**src/rtl/div_arb_pkg.sv**
```systemverilog
// Shared types and helpers for the shared-divider arbiter.
// Latency: none (types, constants and a combinational pick function).
// Backpressure: not applicable.
package div_arb_pkg;

  typedef enum logic [1:0] {IDLE, CALC, RESP} state_t;

  localparam int DEFAULT_WIDTH = 32;
  localparam logic [DEFAULT_WIDTH-1:0] DIV0 = '1;

  // First set bit of vld searching upward from ptr, wrapping at nreq (nreq <= 8).
  function automatic logic [2:0] rr_pick(input logic [2:0] ptr, input logic [7:0] vld,
                                         input int nreq);
    logic [2:0] pick;
    int idx;
    pick = ptr;
    for (int k = 7; k >= 0; k--) begin
      idx = int'(ptr) + k;
      if (idx >= nreq) idx = idx - nreq;
      if (k < nreq && vld[idx[2:0]]) pick = idx[2:0];
    end
    return pick;
  endfunction

endpackage

```
**src/rtl/div_iter_core.sv**
```systemverilog
// Radix-2 restoring divider, one quotient bit per clock, MSB first.
// Latency: WIDTH clocks after start; done pulses during the final step with next-state results.
// Backpressure: none; the caller must capture quotient/remainder while done is high.
module div_iter_core
  import div_arb_pkg::*;
#(
  parameter int WIDTH = DEFAULT_WIDTH
) (
  input  logic             clk,
  input  logic             reset,
  input  logic             start,
  input  logic [WIDTH-1:0] dividend,
  input  logic [WIDTH-1:0] divisor,
  output logic             done,
  output logic [WIDTH-1:0] quotient,
  output logic [WIDTH-1:0] remainder
);

  localparam int CW = $clog2(WIDTH + 1);

  logic             active;
  logic [CW-1:0]    step_cnt;
  logic [WIDTH-1:0] prem;
  logic [WIDTH-1:0] quo;
  logic [WIDTH-1:0] dvs;
  logic [WIDTH:0]   shifted;
  logic [WIDTH:0]   diff;
  logic             qbit;

  // quo shifts dividend bits out of the top while quotient bits enter at the bottom.
  always_comb begin
    shifted   = {prem, quo[WIDTH-1]};
    diff      = shifted - {1'b0, dvs};
    qbit      = ~diff[WIDTH];
    remainder = qbit ? diff[WIDTH-1:0] : shifted[WIDTH-1:0];
    quotient  = {quo[WIDTH-2:0], qbit};
  end

  assign done = active && (step_cnt == CW'(WIDTH - 1));

  always_ff @(posedge clk) begin
    if (reset) begin
      active   <= 1'b0;
      step_cnt <= '0;
    end else if (start) begin
      active   <= 1'b1;
      step_cnt <= '0;
    end else if (active) begin
      step_cnt <= step_cnt + CW'(1);
      if (done) active <= 1'b0;
    end
  end

  always_ff @(posedge clk) begin
    if (start) begin
      prem <= '0;
      quo  <= dividend;
      dvs  <= divisor;
    end else if (active) begin
      prem <= remainder;
      quo  <= quotient;
    end
  end

endmodule

```
**src/rtl/div_share_arbiter.sv**
```systemverilog
// Round-robin sharing of one iterative divider among NREQ requesters.
// Latency: WIDTH+1 cycles accept-to-response (2 for a zero divisor).
// Backpressure: response held until rsp_ready of the granted requester; no accept while busy.
module div_share_arbiter
  import div_arb_pkg::*;
#(
  parameter int NREQ  = 4,
  parameter int WIDTH = DEFAULT_WIDTH
) (
  input  logic                  clk,
  input  logic                  reset,
  input  logic [NREQ-1:0]       req_valid,
  output logic [NREQ-1:0]       req_ready,
  input  logic [NREQ*WIDTH-1:0] req_dividend,
  input  logic [NREQ*WIDTH-1:0] req_divisor,
  output logic [NREQ-1:0]       rsp_valid,
  input  logic [NREQ-1:0]       rsp_ready,
  output logic [WIDTH-1:0]      rsp_quotient,
  output logic [WIDTH-1:0]      rsp_remainder,
  output logic                  busy
);

  localparam logic [WIDTH-1:0] ALL_ONES = {WIDTH{DIV0[0]}};

  state_t           state, state_nxt;
  logic [2:0]       rr_ptr, grant, gnt_id;
  logic [WIDTH-1:0] sel_dividend, sel_divisor;
  logic [WIDTH-1:0] q_res, r_res, core_q, core_r;
  logic             any_vld, accept, div_zero, core_start, core_done, rsp_hs, div0_pend;

  assign any_vld    = |req_valid;
  assign grant      = rr_pick(rr_ptr, 8'(req_valid), NREQ);
  assign accept     = (state == IDLE) && any_vld && !reset;
  assign div_zero   = (sel_divisor == '0);
  assign core_start = accept && !div_zero;

  always_comb begin
    sel_dividend = '0;
    sel_divisor  = '0;
    for (int i = 0; i < NREQ; i++) begin
      if (grant == 3'(i)) begin
        sel_dividend = req_dividend[i*WIDTH +: WIDTH];
        sel_divisor  = req_divisor[i*WIDTH +: WIDTH];
      end
    end
  end

  // A zero-divisor result is held back one cycle so it surfaces after the result load.
  assign req_ready     = accept ? (NREQ'(1) << grant) : '0;
  assign rsp_valid     = (state == RESP && !div0_pend) ? (NREQ'(1) << gnt_id) : '0;
  assign rsp_hs        = |(rsp_valid & rsp_ready);
  assign rsp_quotient  = q_res;
  assign rsp_remainder = r_res;
  assign busy          = (state != IDLE);

  always_comb begin
    state_nxt = state;
    unique case (state)
      IDLE:    if (accept) state_nxt = div_zero ? RESP : CALC;
      CALC:    if (core_done) state_nxt = RESP;
      RESP:    if (rsp_hs) state_nxt = IDLE;
      default: state_nxt = IDLE;
    endcase
  end

  always_ff @(posedge clk) begin
    if (reset) begin
      state     <= IDLE;
      rr_ptr    <= '0;
      gnt_id    <= '0;
      q_res     <= '0;
      r_res     <= '0;
      div0_pend <= 1'b0;
    end else begin
      state <= state_nxt;
      if (accept) begin
        gnt_id    <= grant;
        rr_ptr    <= (grant == 3'(NREQ - 1)) ? 3'd0 : grant + 3'd1;
        div0_pend <= div_zero;
      end
      if (div0_pend) begin
        q_res     <= ALL_ONES;
        r_res     <= ALL_ONES;
        div0_pend <= 1'b0;
      end
      if (core_done) begin
        q_res <= core_q;
        r_res <= core_r;
      end
    end
  end

  div_iter_core #(.WIDTH(WIDTH)) u_core (
    .clk       (clk),
    .reset     (reset),
    .start     (core_start),
    .dividend  (sel_dividend),
    .divisor   (sel_divisor),
    .done      (core_done),
    .quotient  (core_q),
    .remainder (core_r)
  );

endmodule

```
**config.mk**
```make
export PLATFORM = sky130hd
export DESIGN_NAME = div_share_arbiter
export DESIGN_NICKNAME = d
export VERILOG_FILES = /design/src/rtl/div_arb_pkg.sv /design/src/rtl/div_iter_core.sv /design/src/rtl/div_share_arbiter.sv
export SDC_FILE = /design/constraint.sdc
export NUM_CORES = 1
export LEC_CHECK = 0
export ABC_AREA = 1
export BUFFER_PORTS_ARGS = -buffer_cell sky130_fd_sc_hd__buf_2
export CORE_MARGIN = 5
export CORE_UTILIZATION = 45
export DETAILED_ROUTE_END_ITERATION = 6
export PLACE_DENSITY = 0.69
export REMOVE_ABC_BUFFERS = 1
export SLEW_MARGIN = 10
export SYNTH_ARGS = -nofsm -noshare
export SYNTH_HDL_FRONTEND = slang
export SYNTH_HIERARCHICAL = 1
export SYNTH_SLANG_ARGS = --single-unit
```
**constraint.sdc**
```tcl
create_clock -name clk -period 7.3 [get_ports clk]
set_input_delay 0.73 -clock clk [delete_from_list [all_inputs] [get_ports clk]]
set_output_delay 0.73 -clock clk [all_outputs]
set_load 0.005 [all_outputs]
```
# ---- Word-level counts from Yosys, hierarchy flattened
# Index checks and enable logic that the tools add are counted.
# Widths: inputs -> output; s select.
dict set report word_totals {
  reg_bits 176
  input_bits 266
  out_inout_bits 73
  word_cells 103
}
dict set report op_classes {
  addsub 10
  order_cmp 8
  eq_ne 9
  shifts 2
  muxes 41
  bitwise 3
  n_reduce_logical 19
}
# operator count
set ops {}
lappend ops {{$mux 32} 14}
lappend ops {{$sub 33x32->33} 1}
lappend ops {{$logic_not 32->1} 1}
lappend ops {{$mux 3} 9}
lappend ops {{$lt 3x4->1 const B} 4}
lappend ops {{$bmux 1 s3} 4}
lappend ops {{$ge 4x3->1 const B} 3}
lappend ops {{$sub 3x3->3 const B} 4}
lappend ops {{$add 3x2->4 const B} 2}
lappend ops {{$mux 2} 4}
lappend ops {{$mux 4} 2}
lappend ops {{$reduce_or 4->1} 2}
lappend ops {{$shl 1x3->4 const A} 2}
lappend ops {{$mux 1} 7}
lappend ops {{$add 6x1->6 const B} 1}
lappend ops {{$eq 3x2->1 const B} 2}
lappend ops {{$eq 6x5->1 const B} 1}
lappend ops {{$ne 2x2->1 const B} 3}
lappend ops {{$pmux 2 s3} 1}
lappend ops {{$reduce_bool 2->1} 3}
lappend ops {{$logic_and 1x1->1} 5}
lappend ops {{$add 3x1->4 const B} 1}
lappend ops {{$and 4x4->4} 1}
lappend ops {{$add 3x1->3 const B} 1}
lappend ops {{11 further kinds} 14}

# ---- Depth between registers and ports, before layout
# Gate-level depths: netlist of run 1.
dict set report depth {
  word_depth 18
  depth_mapped 31
  ltp_nobuf 28
}

# ---- Modules after synthesis
# Netlist of run 1, hierarchy kept.
# module instances cells_each area_per_inst_um2 seq_area_each_um2
set modules_own_cells {}
lappend modules_own_cells {div_iter_core 1 1102 7318.3 2702.6}
lappend modules_own_cells {div_share_arbiter 1 1083 6251.0 1461.4}

# ---- Least setup slack after synthesis of run 1
# OpenSTA, ideal clock, no wires.
dict set report synth_timing {
  path_kind {register to register}
  from {register rr_ptr[0]}
  to {register u_core.quo[0] (enable)}
  setup_time_ps 387
  arrival_time_ps 4832
  setup_slack_ps 2081
  stages_incl_launch_ff 30
  path_buffers 4
  synth_period_minus_slack_ps 5219
  path_cell_list {dfxtp_1 -> inv_2 -> ha_1 -> inv_1 -> nand3_1 -> nand2_1 -> nor2_1 -> nand3_1 -> o2111ai_1 -> o211ai_1 -> and2_1 -> ha_1 -> clkbuf_1 -> clkinv_1 -> clkbuf_1 -> nand2_1 -> nand3b_1 -> nand3_1 -> a21oi_1 -> nand2_1 -> nor2_1 -> nand2_1 -> nor2_1 -> nand2_1 -> nand2_1 -> inv_2 -> clkbuf_1 -> nor2_1 -> clkbuf_1 -> inv_1}
}
dict set report synth_via {
  elab_chain_len 18
  word_cells_on_any_way 39
  cone_classes {add/sub (7); order compare (4); eq/ne (3); mux (20); reduce/logical (5)}
}
# element line_no
set synth_lines {}
lappend synth_lines {{start: declaration} div_share_arbiter.sv:26} ;# logic [2:0] rr_ptr, grant, gnt_id;
lappend synth_lines {{start signal: assignment} div_share_arbiter.sv:78} ;# rr_ptr <= (grant == 3'(NREQ - 1)) ? 3'd0 : grant + 3'd1;
lappend synth_lines {{$add 3x2->4} div_arb_pkg.sv:18} ;# idx = int'(ptr) + k;
lappend synth_lines {{$ge 4x3->1 / $sub 3x3->3 (equally long branches)} div_arb_pkg.sv:19} ;# if (idx >= nreq) idx = idx - nreq;
lappend synth_lines {{$mux 3} div_arb_pkg.sv:19}
lappend synth_lines {{$bmux 1 s3} div_arb_pkg.sv:20} ;# if (k < nreq && vld[idx[2:0]]) pick = idx[2:0];
lappend synth_lines {{$mux 1 (not written as such)} div_arb_pkg.sv:20}
lappend synth_lines {{$mux 3 (3 in series)} div_arb_pkg.sv:20}
lappend synth_lines {{$mux 3 (*)} div_arb_pkg.sv:20}
lappend synth_lines {{$logic_not 3->1} div_share_arbiter.sv:41} ;# if (grant == 3'(i)) begin
lappend synth_lines {{$mux 32 (3 in series)} div_share_arbiter.sv:41}
lappend synth_lines {{$mux 32 (*)} div_share_arbiter.sv:41}
lappend synth_lines {{$logic_not 32->1 (*)} div_share_arbiter.sv:34} ;# assign div_zero = (sel_divisor == '0);
lappend synth_lines {{$logic_not 1->1 (*)} div_share_arbiter.sv:35} ;# assign core_start = accept && !div_zero;
lappend synth_lines {{$logic_and 1x1->1 (*)} div_share_arbiter.sv:35}
lappend synth_lines {{named net core_start} div_share_arbiter.sv:29} ;# logic any_vld, accept, div_zero, core_start, core_done, rsp_hs, div0_pend;
lappend synth_lines {{$reduce_bool 2->1 (no line) (*)} -}
lappend synth_lines {{end signal: assignment} div_iter_core.sv:57} ;# quo <= dividend;
lappend synth_lines {{end signal: assignment} div_iter_core.sv:61} ;# quo <= quotient;
lappend synth_lines {{end: declaration} div_iter_core.sv:24} ;# logic [WIDTH-1:0] quo;
# The timed path passes the listed nets; every way through them passes the cells marked *. The select of a mux whose other input is x is not followed.
# A chain may end at the register's enable or synchronous reset.

# ---- Worst setup path in the final report of run 1
dict set report layout_timing {
  from {register rr_ptr[0]}
  to {register u_core.quo[27], data pin}
}
dict set report layout_via {
  elab_chain_len 18
  word_cells_on_any_way 43
  cone_classes {add/sub (7); order compare (4); eq/ne (3); mux (25); reduce/logical (4)}
}
# element line_no
set layout_lines {}
lappend layout_lines {{$add 3x2->4} div_arb_pkg.sv:18}
lappend layout_lines {{$ge 4x3->1 / $sub 3x3->3 (equally long branches)} div_arb_pkg.sv:19}
lappend layout_lines {{$mux 3} div_arb_pkg.sv:19}
lappend layout_lines {{$bmux 1 s3} div_arb_pkg.sv:20}
lappend layout_lines {{$mux 1 (not written as such)} div_arb_pkg.sv:20}
lappend layout_lines {{$mux 3 (3 in series)} div_arb_pkg.sv:20}
lappend layout_lines {{$mux 3 (*)} div_arb_pkg.sv:20}
lappend layout_lines {{$logic_not 3->1} div_share_arbiter.sv:41}
lappend layout_lines {{$mux 32 (3 in series)} div_share_arbiter.sv:41}
lappend layout_lines {{$mux 32 (*)} div_share_arbiter.sv:41}
lappend layout_lines {{$logic_not 32->1 (*)} div_share_arbiter.sv:34}
lappend layout_lines {{$logic_not 1->1 (*)} div_share_arbiter.sv:35}
lappend layout_lines {{$logic_and 1x1->1 (*)} div_share_arbiter.sv:35}
lappend layout_lines {{named net core_start} div_share_arbiter.sv:29}
lappend layout_lines {{$mux 32 (*)} div_iter_core.sv:55} ;# if (start) begin
# Marks and branches as above.

==> results of run 1 <==
routing by layer:
metal,GRT usage (%),wire length (um),vias to the layer above
li1,-,-,7253
met1,33.4,19100,6495
met2,40.1,20000,492
met3,3.62,2510,65
met4,7.42,1080,0
met5,0,0,-
kinds of logic after synthesis:
| logic type | Yosys count | synth area share [%] |
|---|---|---|
| adders and majority gates | 40 | 3.74 |
| DFF | 176 | 30.7 |
| xor gates and xnor gates | 16 | 1.03 |
| AOI/OAI and AO/OA | 208 | 9.73 |
| buffers and inverters | 575 | 17.5 |
| and+or+nand+nor | 1170 | 37.3 |
cell usage after synthesis (39+ instances only):
cell        n
nand2_1   678
inv_1     430
nor2_1    146
nand3_1   140
dfxtp_1   112
nor3_1     76
a211oi_1   64
edfxtp_1   64
clkbuf_1   63
a21oi_1    57
nand3b_1   47
buf_4      39
ha_1       39
report_power, final:
group,switching (mW),internal [mW]
Combinational,2.80,1.33
Sequential,0.104,1.38
Clock,0.506,0.488
path summary, 6_finish.rpt:
kind	from	to	slack (ns)
setup / recovery	rr_ptr[0]	u_core/quo[27]	1.26
hold / removal	u_core/prem[14]	u_core/prem[14]	0.48
setup reg to reg	rr_ptr[0]	u_core/quo[27]	1.26
hold reg to reg	u_core/prem[14]	u_core/prem[14]	0.48
sequential cells by signal, summed over array words and instances, names as in the netlist:
signal           flops
rsp_remainder       32
u_core/step_cnt      6
rsp_quotient        32
state                2
u_core/dvs          32
u_core/prem         32
u_core/quo          32
u_core/active        1
div0_pend            1
rr_ptr               3
gnt_id               3
layout make-up:
| cell class | instances | area (um^2) | share of cell area, % |
|---|---|---|---|
| Timing Repair Buffer | 351 | 1790 | 11.3 |
| Sequential cell | 176 | 4170 | 26.4 |
| Inverter | 435 | 1630 | 10.3 |
| Tap cell | 390 | 488 | 3.09 |
| Clock buffer | 17 | 425 | 2.70 |
| Clock inverter | 15 | 230 | 1.46 |
| Multi-Input combinational cell | 1434 | 7050 | 44.7 |
stage by stage:
stage	std cells	utilization, %	worst slack [ns]	setup TNS, ns	hold WS [ns]
2_1_floorplan	2045	-	-1.69	-87.53	0.444
3_3_place_gp	2786	50.9	1.39	0	0.464
3_5_place_dp	2786	50.9	1.31	0	0.467
4_1_cts	2818	53.1	1.29	0	0.481
5_1_grt	2818	53.1	0.584	0	0.497
6_report	2818	53.1	1.26	0	0.477
worst max-delay path, stage by stage, from the launching register on:
cell	delay, ns
dfxtp_1	0.46
inv_2	0.12
ha_1	0.39
inv_1	0.08
nand3_1	0.08
nand2_1	0.05
nor2_1	0.14
nand3_1	0.12
o2111ai_1	0.20
o211ai_1	0.10
and2_1	0.17
ha_1	0.20
buf_4	0.26
inv_2	0.85
nand2_1	0.11
nand3b_1	0.22
nand3_1	0.12
a21oi_1	0.10
nand2_1	0.10
nor2_1	0.05
nand2_1	0.09
nor2_1	0.05
nand2_1	0.09
nand2_1	0.07
inv_2	0.54
inv_1	0.67
nand2_1	0.22
nand2_1	0.07
==> flow_summary_export.csv, run 1 <==
group,metric,value,unit
route,drc,0,
floorplanning,die_area,33700,um^2
sta,clock_skew,0.0197,ns
sta,fmax,166,MHz
synth,yosys_warnings,6,
synth,yosys-top-cells-area,"nand2_1 (19%), dfxtp_1 (17%), edfxtp_1 (14%), inv_1 (12%), nand3_1 (5.2%)",
layout,n_fill_cell,3044,
clocking,insertion_delay,0.45,ns
sta,fin_crit_sh,82.8,%
power_and_ir_drop,p_leak,8.78,nW
sta,finalHoldViolCount,0,
layout,antennaDiodeCount,0,
clocking,clockBufferDepth,2,
synth,synthCells,2185,
layout,fin_nets,2721,
global_routing,grt_max_degree,102,
floorplanning,die-width,184,um
critical_path,cp-start-kind,"register",
global_routing,grt_overflow,0,
sta,rsz0062_at_grt,"false",
power_and_ir_drop,power_density,418,nW/um^2
min_path,hp-class,"register to register",
route,wire_per_inst,15.2,um
route,drtIter0Drc,1023,
global_routing,grt_pass1_vias,13200,
critical_path,cp.arrival,6.24,ns
global_routing,grt_pass1_wl,67200,um
floorplanning,core,29700,um^2
route,wirelength,42700,um
min_path,whs_path_depth,2,
placement,io_buffer_count,338,
run_status,status,"completed",
global_routing,grt_util_all_layers,24.5,%
job,drv_cap,0,
placement,gp_congestion,0.987,
floorplanning,io_pins,339,
clocking,cts_tree,"yes",
sta,relSlewSlack,20.1,%
layout,final_cell_mix,"nand2_1 (676), inv_1 (430), buf_2 (338)",
clocking,cts_buffers,17,
clocking,cts_root_buf,"clkbuf_16",
critical_path,worst-path-max-fanout,63,
sta,setup_viol,0,
layout,areaGrowthSynthToFinish,16.3,%
layout,drive_gt1_share,17.5,%
critical_path,crit_required,7.49,ns
layout,layout_commonest_cell,"nand2_1",
global_routing,antenna_found_initial,0,
clocking,clk_pin_slew,0.09,ns
sta,slew_viol_final,0,
floorplanning,start_util,45.7,%
sta,tightest_slew,1.20,ns
synth,avgSynthCellArea,6.21,um^2
clocking,clock_sinks,176,
synth,yosysSeqAreaShare,30.7,%
critical_path,crit_path_end_kind,"register",
critical_path,worstRegToRegCells,27,
route,via_count,14300,
synth,yosys.area.top_type,"nand2_1",
power_and_ir_drop,power,6.60,mW
route,drt_first_pass_iters,5,
floorplanning,rows,63,
critical_path,worst-setup-path-type,"register to register",
synth,synth-async-reset-ratio,0,%
layout,final_area,15800,um^2
synth,synthFlopType,"dfxtp_1",
route,antenna_left,0,
placement,dp_hpwl,32500,um
sta,fin_crit,6.04,ns
synth,synth_cell_type_count,44,
clocking,cts_setup_buffers,0,
synth,ys_seq_elements,176,
clocking,htree_num_levels,4,
route,vias_per_cell,5.08,
clocking,cts_hold_buffers,0,
floorplanning,die_h,184,um
synth,synth_top_area_share,18.8,%
placement,placed_area,15100,um^2
clocking,cts_resized,0,
synth,synth-edff-count,64,
synth,synth_area,13600,um^2
power_and_ir_drop,max-vdd-ir-drop,381,uV
No activity file was read; power rests on OpenSTA's default activity.
==> run 2: changes to the inputs <==
Settings changed: PLACE_DENSITY 0.69 to 0.72.
Clock period 7.3 ns to 5.35 ns, I/O delays scaled along.
==> run 2 against run 1 <==
Effect of this change:
- sequential power up 36%
- total power up 37%
- first-iteration DRC count is 17% higher
- critical path depth rose by 1
- cell count is 0.28% higher
- global-route usage shrank 0.46 points
- die area is the same
- flip-flop and latch count did not move
- cell area is 0.29% higher
- maximum frequency grew 27%
- worst hold slack gained 0.0015 ns
- critical path type unchanged
- largest power group unchanged
==> flow_summary_export.csv, run 2 (same netlist as run 1, synthesis figures left out) <==
group,metric,value,unit
sta,clock_skew,0.0165,ns
layout,final_cell_mix,"nand2_1 (676), inv_1 (430), buf_2 (338)",
route,wire_per_inst,14.8,um
power_and_ir_drop,p_leak,8.80,nW
placement,io_buffer_count,338,
critical_path,cp_common_cell,"nand2_1",
sta,setup_slack,0.574,ns
global_routing,grt_pass1_vias,13000,
route,drt_first_pass_iters,6,
global_routing,grt_pass1_wl,66200,um
sta,slew_viol_final,0,
sta,fmax,209,MHz
route,drtIter0Drc,1194,
clocking,clock_sinks,176,
critical_path,timing.critical_path.from,"rr_ptr[0]",
critical_path,r2r-end,"u_core/active",
global_routing,grt_overflow,0,
power_and_ir_drop,clockPowerShare,14.6,%
min_path,hp-class,"register to register",
floorplanning,die_h,184,um
layout,layout_commonest_cell,"nand2_1",
power_and_ir_drop,pwr-share-seq,22.3,%
layout,final_area,15800,um^2
critical_path,worst-path-max-fanout,33,
route,vias_per_cell,5.00,
critical_path,worstRegToRegCells,28,
critical_path,crit_path_end_kind,"register",
clocking,cts_root_buf,"clkbuf_16",
clocking,clockBufferDepth,2,
power_and_ir_drop,max-vdd-ir-drop,674,uV
critical_path,slowest_stage,"dfxtp_1",
power_and_ir_drop,p_switching,4.62,mW
layout,instances_no_fill,2826,
clocking,htree_num_levels,4,
critical_path,rrSetupSlack,0.57,ns
placement,dp_slack,0.575,ns
placement,dp.cells,2794,
power_and_ir_drop,p_int,4.41,mW
layout,n_fill_cell,2977,
placement,placed_area,15200,um^2
route,wirelength,41700,um
route,drc,0,
power_and_ir_drop,p_sw_share,51.2,%
clocking,cts_buffers,17,
layout,areaGrowthSynthToFinish,16.7,%
critical_path,crit_required,5.69,ns
sta,relSlewSlack,19.8,%
clocking,cts_hold_buffers,0,
global_routing,grt_max_degree,107,
floorplanning,rows,63,
floorplanning,core,29700,um^2
sta,fin_crit_sh,89.3,%
critical_path,cp.arrival,5.11,ns
run_status,status,"completed",
route,antenna_left,0,
job,drv_cap,0,
layout,fin_nets,2729,
power_and_ir_drop,power_frac_comb,63.1,%
global_routing,grt_util_all_layers,24.0,%
layout,antennaDiodeCount,0,
clocking,insertion_delay,0.45,ns
placement,gp_congestion,0.975,
floorplanning,start_util,45.7,%
global_routing,antenna_found_initial,0,
layout,drive_gt1_share,17.8,%
power_and_ir_drop,power,9.03,mW
sta,fin_crit,4.78,ns
critical_path,worst_path_largest_cell_delay,0.45,ns
floorplanning,io_pins,339,
critical_path,cp-start-kind,"register",
sta,finalHoldViolCount,0,
critical_path,worst-setup-path-type,"register to register",
critical_path,critPathCapture,"u_core/active",
floorplanning,die-width,184,um
critical_path,rr_startpoint,"rr_ptr[0]",
clocking,cts_tree,"yes",
sta,setup_viol,0,
route,via_count,14100,
power_and_ir_drop,power_density,570,nW/um^2
sta,tightest_slew,1.20,ns
placement,dp_hpwl,32300,um
clocking,clk_pin_slew,0.08,ns
floorplanning,die_area,33700,um^2
sta,rsz0062_at_grt,"false",
clocking,cts_setup_buffers,0,
==> run 2: cell types whose count changed in the layout (fill, tap and decap cells not counted), sizes merged <==
| cell | previous run | this run |
|---|---|---|
| buf | 351 | 359 |
| inv | 444 | 442 |
| clkinv | 6 | 8 |
==> run 2: cell type report <==
type	instances	area, um^2	area share [%]
tap	390	488	3.08
clock buffer	17	425	2.69
multi-input combinational	1434	7050	44.5
inverter	435	1630	10.3
clock inverter	15	219	1.38
sequential	176	4170	26.3
timing repair buffer	359	1850	11.7
==> run 2: timing repair <==
action | 4_1_cts | 5_1_grt
setup endpoints to repair | 0 | 1
hold endpoints to repair | 0 | 0
resized for setup | 0 | 1
==> run 2: critical path: cells and delay by family (launching register included) <==
kind / cells / cell delay (ns)
xor gates and xnor gates: 1 / 0.25
AOI/OAI and AO/OA: 2 / 0.41
and+or+nand+nor: 16 / 1.76
adders and majority gates: 2 / 0.66
DFF: 1 / 0.45
buffers and inverters: 7 / 1.15
==> run 2: how the worst min path moves through the flow <==
stage / end / from / cells after the start
6_report: u_core/prem[5] / u_core/prem[5] / 2
5_1_grt: u_core/prem[1] / u_core/prem[1] / 2
4_1_cts: u_core/prem[12] / u_core/prem[12] / 2
3_5_place_dp: u_core/prem[14] / u_core/prem[14] / 2
3_3_place_gp: u_core/step_cnt[4] / u_core/step_cnt[4] / 1
2_1_floorplan: u_core/step_cnt[4] / u_core/step_cnt[4] / 1
==> run 2: layer usage <==
metal	track usage (%)	routed length, um	vias up
met5	0	0	-
met4	6.59	1070	0
li1	-	-	7270
met1	33.0	18700	6332
met2	39.3	19500	468
met3	3.68	2480	67
==> run 2: power groups by stage <==
| stage | Sequential (mW) | Combinational (mW) | Clock [mW] |
|---|---|---|---|
| finish | 2.02 | 5.69 | 1.32 |
| global placement | 2.04 | 5.59 | 0 |
| floorplan | 1.99 | 4.04 | 0 |
| global route | 2.05 | 6.43 | 1.41 |
| detailed placement | 2.04 | 5.64 | 0 |
| CTS | 2.02 | 5.65 | 1.35 |
==> run 2: through the flow <==
stage          TNS [ns]  utilization (%)  hold WS [ns]
2_1_floorplan   -368.66                -         0.444
3_3_place_gp          0             51.1         0.460
3_5_place_dp          0             51.1         0.467
4_1_cts               0             53.3         0.478
5_1_grt               0             53.3         0.500
6_report              0             53.3         0.478
